File: config.mk
export PLATFORM = sky130hd
export DESIGN_NAME = pipe_stage_reg
export DESIGN_NICKNAME = d
export VERILOG_FILES = /design/src/rtl/pipe_stage_reg.sv
export SDC_FILE = /design/constraint.sdc
export NUM_CORES = 1
export LEC_CHECK = 0
export BUFFER_PORTS_ARGS = -buffer_cell sky130_fd_sc_hd__buf_2
export CAP_MARGIN = 5
export CORE_ASPECT_RATIO = 0.8
export CORE_MARGIN = 2
export CORE_UTILIZATION = 51
export CTS_BUF_LIST = sky130_fd_sc_hd__clkbuf_8
export CTS_CLUSTER_SIZE = 25
export DETAILED_ROUTE_END_ITERATION = 6
export GPL_TIMING_DRIVEN = 0
export PLACE_DENSITY = 0.83
export RECOVER_POWER = 50
export SETUP_SLACK_MARGIN = 0.02
export SYNTH_ARGS = -nofsm -noshare
export SYNTH_HDL_FRONTEND = slang
export SYNTH_SLANG_ARGS = --single-unit
File: constraint.sdc
create_clock -name clk -period 2.7 [get_ports clk]
set_clock_uncertainty 0.2 [all_clocks]
set_input_delay 0.54 -clock clk [delete_from_list [all_inputs] [get_ports clk]]
set_output_delay 0.54 -clock clk [all_outputs]
set_load 0.05 [all_outputs]
File: src/rtl/pipe_stage_reg.sv
// -----------------------------------------------------------------------------
// pipe_stage_reg
//
// Inter-stage pipeline register carrying LANES lanes of DATA_W-bit payload,
// each lane with its own valid bit. The register decodes its own slice of the
// global stall vector (s_up = stall[STAGE], s_dn = stall[STAGE+1]) to decide,
// on every rising edge, whether to advance, insert a bubble or hold. A flush
// empties the register regardless of stall. Two saturating performance
// counters track stalled cycles and inserted bubbles.
//
// Update priority on each rising clk edge (first match wins):
//   rst = 0          -> everything to reset values
//   flush = 1        -> all lanes invalid, payload = RESET_VAL
//   s_up & ~s_dn     -> bubble: invalid, payload cleared or held
//   ~s_up            -> advance: load upstream, killed lanes drop valid only
//   s_up & s_dn      -> hold
//
// Ports:
//   clk          in   rising-edge clock
//   rst          in   synchronous active-low reset
//   stall        in   [STALL_W-1:0]       global stall vector
//   flush        in   flush of this register
//   up_valid     in   [LANES-1:0]         per-lane valid from upstream
//   up_data      in   [LANES*DATA_W-1:0]  upstream payload, lane i at [i*DATA_W +: DATA_W]
//   lane_kill    in   [LANES-1:0]         per-lane squash applied on load
//   dn_valid     out  [LANES-1:0]         registered per-lane valid
//   dn_data      out  [LANES*DATA_W-1:0]  registered payload
//   cnt_clr      in   synchronous clear of both counters
//   stall_cnt    out  [CNT_W-1:0]         cycles with s_up = 1, saturating
//   bubble_cnt   out  [CNT_W-1:0]         bubbles inserted, saturating
// -----------------------------------------------------------------------------
module pipe_stage_reg #(
    parameter int                 DATA_W          = 32,
    parameter int                 LANES           = 1,
    parameter int                 STALL_W         = 6,
    parameter int                 STAGE           = 2,
    parameter logic [DATA_W-1:0]  RESET_VAL       = '0,
    parameter bit                 CLEAR_ON_BUBBLE = 1'b1,
    parameter int                 CNT_W           = 16
) (
    input  logic                      clk,
    input  logic                      rst,
    input  logic [STALL_W-1:0]        stall,
    input  logic                      flush,
    input  logic [LANES-1:0]          up_valid,
    input  logic [LANES*DATA_W-1:0]   up_data,
    input  logic [LANES-1:0]          lane_kill,
    output logic [LANES-1:0]          dn_valid,
    output logic [LANES*DATA_W-1:0]   dn_data,
    input  logic                      cnt_clr,
    output logic [CNT_W-1:0]          stall_cnt,
    output logic [CNT_W-1:0]          bubble_cnt
);

    // -------------------------------------------------------------------------
    // Elaboration-time parameter checks
    // -------------------------------------------------------------------------
    if (STAGE < 0 || STAGE + 1 >= STALL_W) begin : g_bad_stage
        $fatal(1, "pipe_stage_reg: STAGE+1 (%0d) must be < STALL_W (%0d)", STAGE + 1, STALL_W);
    end
    if (LANES < 1 || LANES > 4) begin : g_bad_lanes
        $fatal(1, "pipe_stage_reg: LANES (%0d) must be in 1..4", LANES);
    end
    if (CNT_W < 1) begin : g_bad_cnt_w
        $fatal(1, "pipe_stage_reg: CNT_W (%0d) must be >= 1", CNT_W);
    end

    // -------------------------------------------------------------------------
    // Local types and constants
    // -------------------------------------------------------------------------
    typedef enum logic [1:0] {
        UPD_FLUSH,
        UPD_BUBBLE,
        UPD_ADVANCE,
        UPD_HOLD
    } upd_e;

    localparam logic [LANES*DATA_W-1:0] DATA_RST = {LANES{RESET_VAL}};
    localparam logic [CNT_W-1:0]        CNT_MAX  = '1;
    localparam logic [CNT_W-1:0]        CNT_ONE  = CNT_W'(1);

    // -------------------------------------------------------------------------
    // Stall decode and update selection
    // -------------------------------------------------------------------------
    logic s_up;
    logic s_dn;
    upd_e upd;

    assign s_up = stall[STAGE];
    assign s_dn = stall[STAGE+1];

    always_comb begin
        if (flush) begin
            upd = UPD_FLUSH;
        end else if (s_up && !s_dn) begin
            upd = UPD_BUBBLE;
        end else if (!s_up) begin
            // s_dn is ignored: the stall controller never freezes downstream
            // while this stage advances.
            upd = UPD_ADVANCE;
        end else begin
            upd = UPD_HOLD;
        end
    end

    // -------------------------------------------------------------------------
    // Payload / valid next state
    // -------------------------------------------------------------------------
    logic [LANES-1:0]        valid_d,  valid_q;
    logic [LANES*DATA_W-1:0] data_d,   data_q;

    always_comb begin
        // NOTE: every comb output gets a default first so no path leaves it
        // unassigned, which would otherwise infer a latch.
        valid_d = valid_q;
        data_d  = data_q;
        unique case (upd)
            UPD_FLUSH: begin
                valid_d = '0;
                data_d  = DATA_RST;
            end
            UPD_BUBBLE: begin
                valid_d = '0;
                if (CLEAR_ON_BUBBLE) begin
                    data_d = DATA_RST;
                end
            end
            UPD_ADVANCE: begin
                // A killed lane still loads its payload; only valid drops.
                valid_d = up_valid & ~lane_kill;
                data_d  = up_data;
            end
            UPD_HOLD: begin
                valid_d = valid_q;
                data_d  = data_q;
            end
            default: begin
                valid_d = valid_q;
                data_d  = data_q;
            end
        endcase
    end

    // -------------------------------------------------------------------------
    // Performance counters: clear beats increment, both saturate.
    // Counting ignores flush for stall_cnt; bubble_cnt only counts bubbles
    // that were actually inserted (flush masks them).
    // -------------------------------------------------------------------------
    logic [CNT_W-1:0] stall_cnt_d,  stall_cnt_q;
    logic [CNT_W-1:0] bubble_cnt_d, bubble_cnt_q;

    always_comb begin
        stall_cnt_d  = stall_cnt_q;
        bubble_cnt_d = bubble_cnt_q;
        if (cnt_clr) begin
            stall_cnt_d  = '0;
            bubble_cnt_d = '0;
        end else begin
            if (s_up && (stall_cnt_q != CNT_MAX)) begin
                stall_cnt_d = stall_cnt_q + CNT_ONE;
            end
            if ((upd == UPD_BUBBLE) && (bubble_cnt_q != CNT_MAX)) begin
                bubble_cnt_d = bubble_cnt_q + CNT_ONE;
            end
        end
    end

    // -------------------------------------------------------------------------
    // State registers
    // -------------------------------------------------------------------------
    // NOTE: sequential state uses non-blocking assignments so every flop
    // samples the pre-edge value of its inputs, independent of block order.
    always_ff @(posedge clk) begin
        if (!rst) begin
            valid_q      <= '0;
            data_q       <= DATA_RST;
            stall_cnt_q  <= '0;
            bubble_cnt_q <= '0;
        end else begin
            valid_q      <= valid_d;
            data_q       <= data_d;
            stall_cnt_q  <= stall_cnt_d;
            bubble_cnt_q <= bubble_cnt_d;
        end
    end

    // Outputs come straight from flops: no input-to-output comb path.
    assign dn_valid   = valid_q;
    assign dn_data    = data_q;
    assign stall_cnt  = stall_cnt_q;
    assign bubble_cnt = bubble_cnt_q;

endmodule

==> reports/qor.tcl <==
set qor(max_clock_freq_mhz) 409.9
set qor(avg_cell_area_syn_um2) 9.030
set qor(area_delta_synth_final_pct) 26.36
set qor(worst_setup_path_end_kind) {flip-flop}
set qor(design.portCount) 109
set qor(htree_num_levels) 3
set qor(cts-hold-fix-buffers) 0
set qor(numPlacedInstances) 499
set qor(critPathLaunchType) {flip-flop}
set qor(worst-setup-path-type) {reg2reg}
set qor(synthesis.nets) 364
set qor(grt_pass1_vias) 2618
set qor(timing.final.ws_setup_ns) 0.2604
set qor(required_ns) 2.77
set qor(fin_area_um2) 3628
set qor(detail_route.first_pass.iterations) 4
set qor(synth.largest_area_cell) {sky130_fd_sc_hd__dfxtp_1}
set qor(cell_at_the_slowest_stage_of_the_critical_path) {sky130_fd_sc_hd__nor4_2}
set qor(grt.overflow.total) 0
set qor(netlist_top_cells_area) {sky130_fd_sc_hd__dfxtp_1 (45%), sky130_fd_sc_hd__a22oi_1 (8.4%), sky130_fd_sc_hd__nor2b_1 (7.4%)}
set qor(synth.cell_area_um2) 2872
set qor(starting_drc_count_in_detailed_routing) 156
set qor(end_of_flow_core_utilization_pct) 66.76
set qor(place.detailed.hpwl_mm) 5.295
set qor(drt-total-wl_mm) 7.211
set qor(finalCritPeriodShare_pct) 90.35
set qor(power-per-cell-area_nw_per_um2) 537.7
set qor(layout_min_cycle_time_ns) 2.440
set qor(initial_utilization_pct) 52.83
set qor(max_stage_delay_ns) 0.70
set qor(design.die.area_um2) 6250
set qor(clk_root_buffer_cell) {sky130_fd_sc_hd__clkbuf_8}
set qor(floorplan_core_area_um2) 5435
set qor(post-cts-setup-buffers) 0
set qor(area_fraction_of_the_dominant_cell_type_after_synthesis_pct) 45.32
set qor(post_synth_inst_count) 318
set qor(worstPathArrival_ns) 2.51
set qor(timing.final.hold_violations) 0
set qor(postCtsResizedCells) 1
set qor(post_dp_cell_area_um2) 3485
set qor(cts_num_sinks) 65
set qor(drc) 0
set qor(dr_total_vias) 2940
set qor(timing.critical_path.cells) {ha_1 -> nand3_1 -> nor4_2 -> clkbuf_1 -> o21ai_0 -> a21oi_1}
set qor(cts-buffers-inserted) 9
set qor(rows) 24
set qor(yosys.cell_types.count) 39
set qor(worst_slew_margin_rel_pct) 24.70
set qor(async_reset_ff_share_pct) 0
set qor(vdd_drop_max_v) 0.0003649
set qor(gpl.final_weighted_congestion) 0.8381
set qor(synth_common_cells) {sky130_fd_sc_hd__dfxtp_1 (65), sky130_fd_sc_hd__nor2b_1 (34), sky130_fd_sc_hd__a22oi_1 (32)}
set qor(grt_first_pass_wirelength_mm) 11.64
set qor(yosysMostFrequentCell) {sky130_fd_sc_hd__dfxtp_1}
set qor(tritoncts) {yes}
set qor(worst_hold_class) {in2reg}
set qor(power.leakage_nw) 1.292
set qor(nets) 478
set qor(number_of_setup_violations_in_the_final_report) 0
set qor(worst_skew_pair.late_latency_ns) 0.35
set qor(worst_setup_hold_path_clk_slew_ns) 0.07
set qor(ys_ff_latch) 65
set qor(worst_tran_pin_value_ns) 1.119
set qor(synth_edf_count) 0
set qor(fp.dieH_um) 71.12
set qor(slew_viol_final) 0
set qor(final-instance-count-excl-fill) 515
set qor(antenna_found_initial) 0
set qor(die_w_um) 87.89
set qor(post_drt_wl_per_cell_um) 14.00
set qor(final_layout_size_suffix_gt1_share_pct) 18.54
set qor(place_worst_setup_slack_ns) 0.02207
set qor(num_antenna_cells) 0
set qor(cp_top_family) {simple AND/OR/NAND/NOR gates}
set qor(synth.yosys.warnings) 0
set qor(timing.max_cap.violations) 0
set qor(result_of_the_run) {completed}
set qor(antenna_violating_nets_post_route) 0
set qor(place.port_buffers) 103
set qor(synth-main-ff-cell) {sky130_fd_sc_hd__dfxtp_1}
set qor(synth-seq-area-share_pct) 45.32
set qor(post_drt_via_cell_ratio) 5.709
set qor(grt_max_degree) 11
set qor(critical_path_peak_fanout) 10
set qor(setup_total_negative_slack_ns) 0
set qor(cts-root-to-sink-buffers) 2
set qor(grt_util_all_layers_pct) 23.40
set qor(grt_setup_unrepaired) {no}
set qor(cp.buffers_inverters) 1
-- final timing paths --
path | from | to | slack, ns | cells after the start
worst min-delay path | up_data[1] | dn_data[1]$_SDFFE_PN0P_ | 0.27 | 3
worst max-delay path | bubble_cnt[0]$_SDFFE_PP0P_ | bubble_cnt[1]$_SDFFE_PP0P_ | 0.26 | 6
worst min register to register | stall_cnt[15]$_SDFFE_PP0P_ | stall_cnt[15]$_SDFFE_PP0P_ | 0.31 | 2
worst max register to register | bubble_cnt[0]$_SDFFE_PP0P_ | bubble_cnt[1]$_SDFFE_PP0P_ | 0.26 | 6
-- worst register-to-register path: cells and delay by family, from the launching register on --
kind	cells	cell delay [ns]
simple gates	2	0.84
buf+inv	1	0.40
compound gates	2	0.31
fa+ha+maj	1	0.20
flops	1	0.41
-- layout by cell type, fill, tap and decap left out, types with 5 or more instances in the layout --
master	instances
sky130_fd_sc_hd__clkbuf_1	56
sky130_fd_sc_hd__a21oi_1	27
sky130_fd_sc_hd__or4_1	16
sky130_fd_sc_hd__dfxtp_1	65
sky130_fd_sc_hd__nand3_1	13
sky130_fd_sc_hd__o21ai_0	7
sky130_fd_sc_hd__nor2b_1	34
sky130_fd_sc_hd__nand2_1	19
sky130_fd_sc_hd__a22oi_1	32
sky130_fd_sc_hd__nand2b_1	5
sky130_fd_sc_hd__buf_2	66
sky130_fd_sc_hd__and4_1	7
sky130_fd_sc_hd__clkbuf_8	10
sky130_fd_sc_hd__inv_1	7
sky130_fd_sc_hd__o31ai_1	15
sky130_fd_sc_hd__nand4_1	11
-- per-layer routing --
metal / routed length (µm) / share of wire [%] / GRT usage (%)
met3: 513 / 7.1 / 8.751
met4: 104 / 1.4 / 7.179
met5: 0 / 0 / 0
met2: 3493 / 48 / 37.12
met1: 3099 / 43 / 29.68
-- sequential cells by signal, indices dropped and copies added (netlist names) --
register    count
bubble_cnt     16
dn_data        32
dn_valid        1
stall_cnt      16
-- area by class of cell --
type,count,area [µm²]
flip-flops and latches,65,1301
clock buffers,10,137.6
multi-input cells,228,1470
well taps,78,97.59
repair buffers,103,467.9
clock inverters,6,51.30
fillers,495,1807
plain buffers,21,87.58
inverters,4,15.01
-- metrics by stage --
stage               hold WS [ns]  power [mW]
finish                    0.2673       1.951
global placement          0.2781       1.180
floorplan                 0.4682       1.122
CTS                       0.2604       1.973
global route              0.2742       2.020
detailed placement        0.2935       1.183
-- power by group --
group	total (mW)	switching (mW)	leakage (nW)	internal, mW
logic	0.173	0.116	0.655	0.0568
registers	0.984	0.00964	0.526	0.975
clock network	0.794	0.356	0.110	0.438
total	1.95	0.481	1.29	1.47
-- cells by family (layout without fill, tap and decap cells) --
family | Yosys count | count (layout) | share of synthesized area [%]
muxes | 4 | 4 | 1.394
DFF | 65 | 65 | 45.32
AOI/OAI and AO/OA | 95 | 95 | 22.22
buffers and inverters | 25 | 144 | 3.703
and+or+nand+nor | 127 | 127 | 26.49
adders and majority gates | 2 | 2 | 0.8713
No activity file was read; power rests on OpenSTA's default activity.
